--- src/rtl/ifetch.sv ---
// ifetch: instruction fetch stage with a small prefetch queue.
//
// Issues sequential word-aligned reads to a synchronous instruction SRAM
// (data returns exactly one cycle after acceptance), buffers returned words
// together with their PC, and presents them to decode over valid/ready.
// A one-cycle redirect flushes the queue, drops any response landing in the
// redirect cycle and restarts fetch at the new (word-aligned) address.
//
// Parameters:
//   DEPTH     prefetch queue entries (power of two, >= 2)
//   RESET_PC  first fetch address after reset (word aligned)
//
// Ports:
//   clk       clock, all state on rising edge
//   reset     asynchronous active-low reset
//   i_addr    SRAM word address (always the current fetch pc)
//   i_rd      SRAM read request, accepted when i_rd & i_ready
//   i_ready   SRAM can accept a request this cycle
//   i_data    SRAM read data, valid the cycle after acceptance
//   redir     redirect/flush strobe
//   redir_pc  redirect target; bits [1:0] are ignored
//   f_valid   f_ir/f_pc hold a valid instruction
//   f_ready   consumer accepts the instruction
//   f_ir      instruction word
//   f_pc      address the instruction was fetched from
//
// Build option:
//   IFETCH_BYPASS_EN  when defined, a response arriving to an empty queue is
//                     presented combinationally in the same cycle.
module ifetch #(
    parameter int unsigned DEPTH    = 4,
    parameter logic [31:0] RESET_PC = 32'h0000_0000
) (
    input  logic        clk,
    input  logic        reset,
    output logic [31:0] i_addr,
    output logic        i_rd,
    input  logic        i_ready,
    input  logic [31:0] i_data,
    input  logic        redir,
    input  logic [31:0] redir_pc,
    output logic        f_valid,
    input  logic        f_ready,
    output logic [31:0] f_ir,
    output logic [31:0] f_pc
);

    localparam int unsigned AW = $clog2(DEPTH);
    localparam int unsigned CW = AW + 1;
    localparam logic [CW-1:0] DEPTH_C = CW'(DEPTH);

    logic [31:0]   fetch_pc;
    logic [31:0]   ir_q [DEPTH];
    logic [31:0]   pc_q [DEPTH];
    logic [AW-1:0] rd_ptr;
    logic [AW-1:0] wr_ptr;
    logic [CW-1:0] count;
    logic          inflight;
    logic [31:0]   inflight_pc;
    logic          discard;

    logic [CW-1:0] occupancy;
    logic          accept;
    logic          resp_ok;
    logic          push;
    logic          pop_q;
    logic          unused_redir_lsb;

    assign unused_redir_lsb = ^redir_pc[1:0];

    // Credit counts the outstanding request as occupied; a same-cycle pop
    // deliberately grants nothing extra so the queue can never overflow.
    assign occupancy = count + {{(CW-1){1'b0}}, inflight};
    assign i_rd      = reset & ~redir & (occupancy < DEPTH_C);
    assign i_addr    = fetch_pc;
    assign accept    = i_rd & i_ready;

    // A response landing in a redirect cycle, or one marked stale, is dropped.
    assign resp_ok   = inflight & ~discard & ~redir;

`ifdef IFETCH_BYPASS_EN
    logic bypass;

    assign bypass  = resp_ok & (count == '0);
    assign f_valid = (count != '0) | bypass;
    assign f_ir    = bypass ? i_data      : ir_q[rd_ptr];
    assign f_pc    = bypass ? inflight_pc : pc_q[rd_ptr];
    // A bypassed word that is taken immediately never enters the queue.
    assign push    = resp_ok & ~(bypass & f_ready);
    assign pop_q   = (count != '0) & f_ready & ~redir;
`else
    assign f_valid = (count != '0);
    assign f_ir    = ir_q[rd_ptr];
    assign f_pc    = pc_q[rd_ptr];
    assign push    = resp_ok;
    assign pop_q   = f_valid & f_ready & ~redir;
`endif

    always_ff @(posedge clk or negedge reset) begin
        if (!reset) begin
            fetch_pc    <= RESET_PC;
            rd_ptr      <= '0;
            wr_ptr      <= '0;
            count       <= '0;
            inflight    <= 1'b0;
            inflight_pc <= '0;
            discard     <= 1'b0;
            for (int unsigned i = 0; i < DEPTH; i++) begin
                ir_q[i] <= '0;
                pc_q[i] <= '0;
            end
        end else if (redir) begin
            fetch_pc <= {redir_pc[31:2], 2'b00};
            rd_ptr   <= '0;
            wr_ptr   <= '0;
            count    <= '0;
            inflight <= accept;
            // Only a request accepted alongside the redirect would return
            // after it; anything already in flight lands now and is dropped.
            discard  <= accept;
        end else begin
            if (accept) begin
                fetch_pc    <= fetch_pc + 32'd4;
                inflight_pc <= fetch_pc;
            end
            inflight <= accept;
            if (inflight) begin
                discard <= 1'b0;
            end
            if (push) begin
                ir_q[wr_ptr] <= i_data;
                pc_q[wr_ptr] <= inflight_pc;
                wr_ptr       <= wr_ptr + 1'b1;
            end
            if (pop_q) begin
                rd_ptr <= rd_ptr + 1'b1;
            end
            unique case ({push, pop_q})
                2'b10:   count <= count + 1'b1;
                2'b01:   count <= count - 1'b1;
                default: count <= count;
            endcase
        end
    end

endmodule
--- config.mk ---
export PLATFORM = sky130hd
export DESIGN_NAME = ifetch
export DESIGN_NICKNAME = d
export VERILOG_FILES = /design/src/rtl/ifetch.sv
export SDC_FILE = /design/constraint.sdc
export NUM_CORES = 1
export LEC_CHECK = 0
export ABC_AREA = 1
export CAP_MARGIN = 20
export CORE_MARGIN = 2
export CORE_UTILIZATION = 40
export DETAILED_ROUTE_END_ITERATION = 16
export GPL_TIMING_DRIVEN = 0
export PLACE_DENSITY_LB_ADDON = 0.12
export SLEW_MARGIN = 20
export SYNTH_ARGS = -nofsm -noshare
export SYNTH_HDL_FRONTEND = slang
export SYNTH_SLANG_ARGS = --single-unit
--- constraint.sdc ---
create_clock -name clk -period 1.8 [get_ports clk]
set_clock_uncertainty 0.2 [all_clocks]
set_input_delay 0.36 -clock clk [delete_from_list [all_inputs] [get_ports clk]]
set_output_delay 0.36 -clock clk [all_outputs]
set_load 0.01 [all_outputs]
Word-level counts from Yosys, hierarchy flattened
Cells that the tools add are included.
- register bits: 329
- input port bits: 69
- reductions and logical operators: 9
- eq/ne operators: 2
- add/subtract/negate cells: 6
- bitwise logic cells: 11
- multiplexer cells: 20
- magnitude comparators: 4
- operators with widths (cell ; count):
    128-bit bitwise mux ; 2
    32-bit two-way mux ; 7
    32-bit binary-select mux with 2-bit select ; 2
    32-bit demux with 2-bit select ; 1
    32-bit by 3-bit adder with 32-bit output (second input constant) ; 1
    2-bit two-way mux ; 4
    2-bit nonzero test ; 4
    1-bit AND ; 7
    3-bit >= comparator (second input constant) ; 2
    2-bit NOT with 3-bit output ; 2
    3-bit case mux with 2 select lines ; 1
    3-bit nonzero test ; 2
    2-bit by 1-bit adder with 2-bit output (second input constant) ; 2
    2-bit AND reduction ; 2
    3-bit by 1-bit adder with 3-bit output ; 1
    3-bit by 1-bit adder with 3-bit output (second input constant) ; 1
    3-bit by 1-bit < comparator with 1-bit output (second input constant) ; 1
    3-bit < comparator (second input constant) ; 1
    3-bit two-way mux ; 1
    3-bit by 1-bit subtractor with 3-bit output (second input constant) ; 1
    2-bit by 1-bit equality test with 1-bit output (second input constant) ; 1
    2-bit equality test (second input constant) ; 1
    1-bit two-way mux ; 2
    1-bit NOT ; 2
    1-bit logical AND ; 1

Depth between registers and ports, before layout
Gate-level depths: netlist of run 1.
- word-level depth: 6
- gate-level depth with buffers: 10

Worst setup path after synthesis of run 1
Ideal clock, no wire load.
- kind: flip-flop to flip-flop
- start: reg count[0]
- end: reg count[2]
- data arrival time: 1.656 ns
- setup time: 0.116 ns
- cell stages (with the launch flop): 10
- slack: -0.173 ns
- path through: dfrtp_1 -> inv_1 -> nand3_1 -> nand2_1 -> nor2_1 -> fa_1 -> xor2_1 -> xor2_1 -> nand2_1 -> nand2_1
- longest elaborated chain between the ends: 6
- RTL lines (item ; RTL line ; RTL):
    start: declaration ; 57 ; logic [CW-1:0] count;
    start signal: assignment ; 139 ; 2'b10: count <= count + 1'b1;
    start signal: assignment ; 140 ; 2'b01: count <= count - 1'b1;
    start signal: assignment ; 141 ; default: count <= count;
    3-bit nonzero test (*) ; 92 ; assign f_valid = (count != '0);
    via f_valid ; 42 ; output logic f_valid,
    1-bit AND (*) (2 in series) ; 96 ; assign pop_q = f_valid & f_ready & ~redir;
    2-bit by 1-bit equality test with 1-bit output or 2-bit equality test (tied branches) ; 138 ; unique case ({push, pop_q})
    3-bit case mux with 2 select lines ; 138 ;
    3-bit two-way mux ; 112 ; end else if (redir) begin
The timed path passes the listed nets; every way through them passes the cells marked *.
A chain may end at the register's enable or synchronous reset.

Worst setup path after layout of run 1
- start: reg rd_ptr[0]
- end: out f_pc[21]
- longest elaborated chain between the ends: 4
- RTL lines (item ; RTL line ; RTL):
    start: declaration ; 55 ; logic [AW-1:0] rd_ptr;
    start signal: assignment ; 136 ; rd_ptr <= rd_ptr + 1'b1;
    2-bit NOT with 3-bit output (not written as such) ; 94 ; assign f_pc = pc_q[rd_ptr];
    32-bit binary-select mux with 2-bit select ; 94 ;
    32-bit two-way mux (not written as such) (2 in series) ; 94 ;
    end: declaration ; 45 ; output logic [31:0] f_pc
Every way passes these cells. The select of a mux whose other input is x is not followed.

==> results.md, run 1 <==
- Most area-hungry cell type in the Yosys netlist: sky130_fd_sc_hd__dfrtp_1
- DRC violations left: 0
- Routed wire length: 47.5 mm
- Nature of the critical path endpoint: output port
- Antenna violations before repair: 0
- WHS: 0.0337 ns
- Min setup slack post-route: -0.694 ns
- Summed instance area of the synthesized netlist: 0.0146 mm^2
- Crit start category: register
- Maximum buffer depth of the clock tree: 3
- Setup TNS: -38.31 ns
- Total I/O pin count: 167
- Avg Cell Area, Syn: 8.26 um^2
- DP Wirelength: 30.4 mm
- X dimension of the die: 195 um
- Setup repair after global routing missed its margin: true
- Synth top area cells: sky130_fd_sc_hd__dfrtp_1, sky130_fd_sc_hd__nand2_1, sky130_fd_sc_hd__o21ai_0
- Crit path cell chain: buf_12, buf_8, clkbuf_8, nor2_1, o22ai_2, buf_2
- Count of flip-flops with a built-in enable after synthesis: 0
- Wire length of the first global-routing pass: 71.7 mm
- DP Worst Slack: -1.22 ns
- Asr flop ratio synth: 1.00
- Total CTS buffers: 36
- Gate Count Post-Synth: 1771
- Slowest cell on the critical path: sky130_fd_sc_hd__dfrtp_1
- Synthesis-to-layout area growth: 34.4%
- Number of nets in the layout: 2106
- Number of levels the H-tree was split into: 2
- Endpoint required time on the critical path: 1.24 ns
- Starting utilization of the core area: 0.403
- List of most frequent post-synthesis cells: sky130_fd_sc_hd__nand2_1, sky130_fd_sc_hd__dfrtp_1, sky130_fd_sc_hd__o21ai_0
- Sequential fraction of the synthesis area: 0.542
- Fraction of final layout cells sized beyond drive strength 1: 0.228
- Grt total ovfl: 0
- Buf+Inv Stages, Crit Path: 4
- Arrival time of the worst setup path: 1.93 ns
- Final core utilization: 0.541
- Number of failing hold endpoints at the final stage: 0
- Total power density per cell area: 1270 mW/mm^2
- Placeable core area: 0.0363 mm^2
- Fraction of synthesized cell area taken by the top area cell type: 0.542
- Maximum fanout along the worst path: 10
- Placement Rows: 70
- Routability-driven placement congestion ratio: 0.872
- Height of the die: 195 um
- Category of the most critical setup path: reg2out
- Placement-stage cell area: 0.0169 mm^2
- Warnings from Yosys: 0
- Maximum number of pins on one net before global-route repair: 94
- Number of inserted filler cells in the final layout: 3403
- Number of sinks driven by the clock tree: 317
- Critical path's largest stage delay: 0.38 ns
- Clock latency at the later pin of the worst-skew pair: 0.53 ns
- Number of pins exceeding their max-slew limit in the final report: 0
- Iteration count of the initial detailed-routing pass: 5
- Result of the run: finished, violations left
- Max transition margin: 0.624
- Largest delay contributor family on the critical path: buffers and inverters
- Tmin final: 2.49 ns
- Number of flip-flops and latches in the synthesized netlist: 317
- Leak: 9.48 nW
- Slew at the pin closest to its max-slew limit: 0.564 ns
- Final design instance area without fill: 0.0197 mm^2
- Number of distinct library cells after synthesis: 30
- Top-count cell post-synth: sky130_fd_sc_hd__nand2_1
- Area of the die: 0.0381 mm^2
- Clock transition at the register clock pins on the worst setup and hold paths after CTS: 0.06 ns
- Number of antenna repair diodes: 0
- Final worst path period share: 1.39
- Max-capacitance violation count: 0
- Setup violators final: 73
- Leading register cell type out of synthesis: sky130_fd_sc_hd__dfrtp_1
- Number of DRC violations after detailed-routing iteration 0: 851
- Count of vias placed by the detailed router: 13126
- Via count of the first global-routing pass: 12748
- Highest ir drop seen on vdd: 0.475 mV
- Total Routing Usage GR: 0.239
- Failing checks: negative setup slack
- I/O Buffers: 159
- Antenna violation net count after detailed routing: 0
- Vias per cell: 5.20
- Clk Tree Root Cell: sky130_fd_sc_hd__clkbuf_16
- Max Fclk: 401 MHz
- TritonCTS clock tree: done
- Routed wire per std cell: 18.8 um
- HP Class: in2reg
## power by group
group | switching (mW) | total [mW] | internal (mW)
clock | 3.04 | 7.48 | 4.44
combinational | 4.74 | 8.16 | 3.42
sequential | 0.885 | 9.34 | 8.46
total | 8.67 | 25.0 | 16.3
## metrics by stage
| stage | power [mW] | cells |
|---|---|---|
| floorplan | 13.2 | 1774 |
| global placement | 17.1 | 2401 |
| detailed placement | 17.2 | 2404 |
| CTS | 24.5 | 2469 |
| global route | 26.4 | 2524 |
| finish | 25.0 | 2524 |
## cells by family (layout without fill, tap and decap cells)
kind of cell | Yosys count | after routing | share of synthesized area
buffers and inverters | 235 | 517 | 0.0795
DFF | 317 | 317 | 0.542
other | 1 | 4 | 0.000256
AOI/OAI and AO/OA | 481 | 481 | 0.170
and+or+nand+nor | 727 | 727 | 0.200
xor gates and xnor gates | 4 | 4 | 0.00239
adders and majority gates | 6 | 6 | 0.00564
## what timing repair did
item / CTS / global route
endpoints found under the setup margin: 261 / 391
cloned: 1 / 12
hold buffers: 1 / 13
endpoints found under the hold margin: 272 / 317
pin swaps: 15 / 38
gates resized for setup: 396 / 380
buffers inserted: 0 / 30
## cell type report
type | instances | area [um^2] | share of cell area
buffer | 114 | 1150 | 0.0583
clock buffer | 53 | 1120 | 0.0567
tap | 468 | 586 | 0.0298
multi-input combinational | 1222 | 6100 | 0.310
clock inverter | 10 | 86.3 | 0.00439
inverter | 121 | 492 | 0.0250
sequential | 317 | 7970 | 0.405
timing repair buffer | 219 | 2180 | 0.111
## worst register-to-register path, delay by kind of cell, from the launching register on
kind / cells / cell delay (ns)
flip-flops: 1 / 0.45
AND/OR/NAND/NOR: 5 / 0.36
adder cells (fa/ha/maj): 1 / 0.34
XOR/XNOR: 2 / 0.31
buffers and inverters: 2 / 0.19
## placed cells by master, fill, tap and decap left out, types with 4 or more instances in the layout
cell type                         count
sky130_fd_sc_hd__nand2_1            426
sky130_fd_sc_hd__dfrtp_1            285
sky130_fd_sc_hd__o21ai_0            234
sky130_fd_sc_hd__o21ai_1            168
sky130_fd_sc_hd__nor2_1             150
sky130_fd_sc_hd__inv_1              111
sky130_fd_sc_hd__buf_2               72
sky130_fd_sc_hd__clkdlybuf4s50_1     64
sky130_fd_sc_hd__nand3_1             58
sky130_fd_sc_hd__clkbuf_16           49
sky130_fd_sc_hd__buf_4               39
sky130_fd_sc_hd__o22ai_1             38
sky130_fd_sc_hd__nand2_2             33
sky130_fd_sc_hd__dfrtp_2             32
sky130_fd_sc_hd__clkbuf_2            26
sky130_fd_sc_hd__o22ai_2             24
sky130_fd_sc_hd__buf_12              22
sky130_fd_sc_hd__buf_6               22
sky130_fd_sc_hd__clkbuf_4            19
sky130_fd_sc_hd__clkbuf_8            19
sky130_fd_sc_hd__dlymetal6s2s_1      18
sky130_fd_sc_hd__nor2_2              17
sky130_fd_sc_hd__buf_8               15
sky130_fd_sc_hd__nand3_2             15
sky130_fd_sc_hd__o21ai_2             13
sky130_fd_sc_hd__nor2_4               9
sky130_fd_sc_hd__clkbuf_1             9
sky130_fd_sc_hd__nand2_4              8
sky130_fd_sc_hd__dlygate4sd3_1        7
sky130_fd_sc_hd__inv_2                5
sky130_fd_sc_hd__clkinv_2             5
sky130_fd_sc_hd__ha_1                 4
sky130_fd_sc_hd__conb_1               4
sky130_fd_sc_hd__buf_16               4
## registers in the layout (all words and copies together) (netlist names)
name	flops
count	3
ir_q	128
pc_q	120
inflight_pc	30
wr_ptr	2
inflight	1
i_addr	30
discard	1
rd_ptr	2
## worst paths after layout
path                        endpoint  cells after the start  startpoint  slack, ns
setup / recovery            f_pc[21]                      6   rd_ptr[0]      -0.69
hold / removal             i_addr[2]                      4       redir       0.03
setup reg to reg            count[2]                     10    count[0]      -0.15
hold reg to reg             pc_q[74]                      2    pc_q[74]       0.28
max in group asynchronous  i_addr[4]                      5       reset       0.31
min in group asynchronous   ir_q[95]                      3       reset       0.21
## metal layers
metal | up-vias | track usage | wire length [um]
met2 | 365 | 0.390 | 22900
li1 | 6328 | - | -
met3 | 61 | 0.0368 | 2440
met5 | - | 0 | 0
met4 | 0 | 0.0761 | 1060
met1 | 6372 | 0.329 | 21200
Note: power is estimated with default switching activity, not from simulation.
==> run 2, diff against run 1 <==
--- a/config.mk
+++ b/config.mk
@@ -6,7 +6,6 @@
 export NUM_CORES = 1
 export LEC_CHECK = 0
 export ABC_AREA = 1
-export CAP_MARGIN = 20
 export CORE_MARGIN = 2
 export CORE_UTILIZATION = 40
 export DETAILED_ROUTE_END_ITERATION = 16
==> results of run 2 <==
Same layout as run 1: the final DEF is identical, and so are final timing and power.
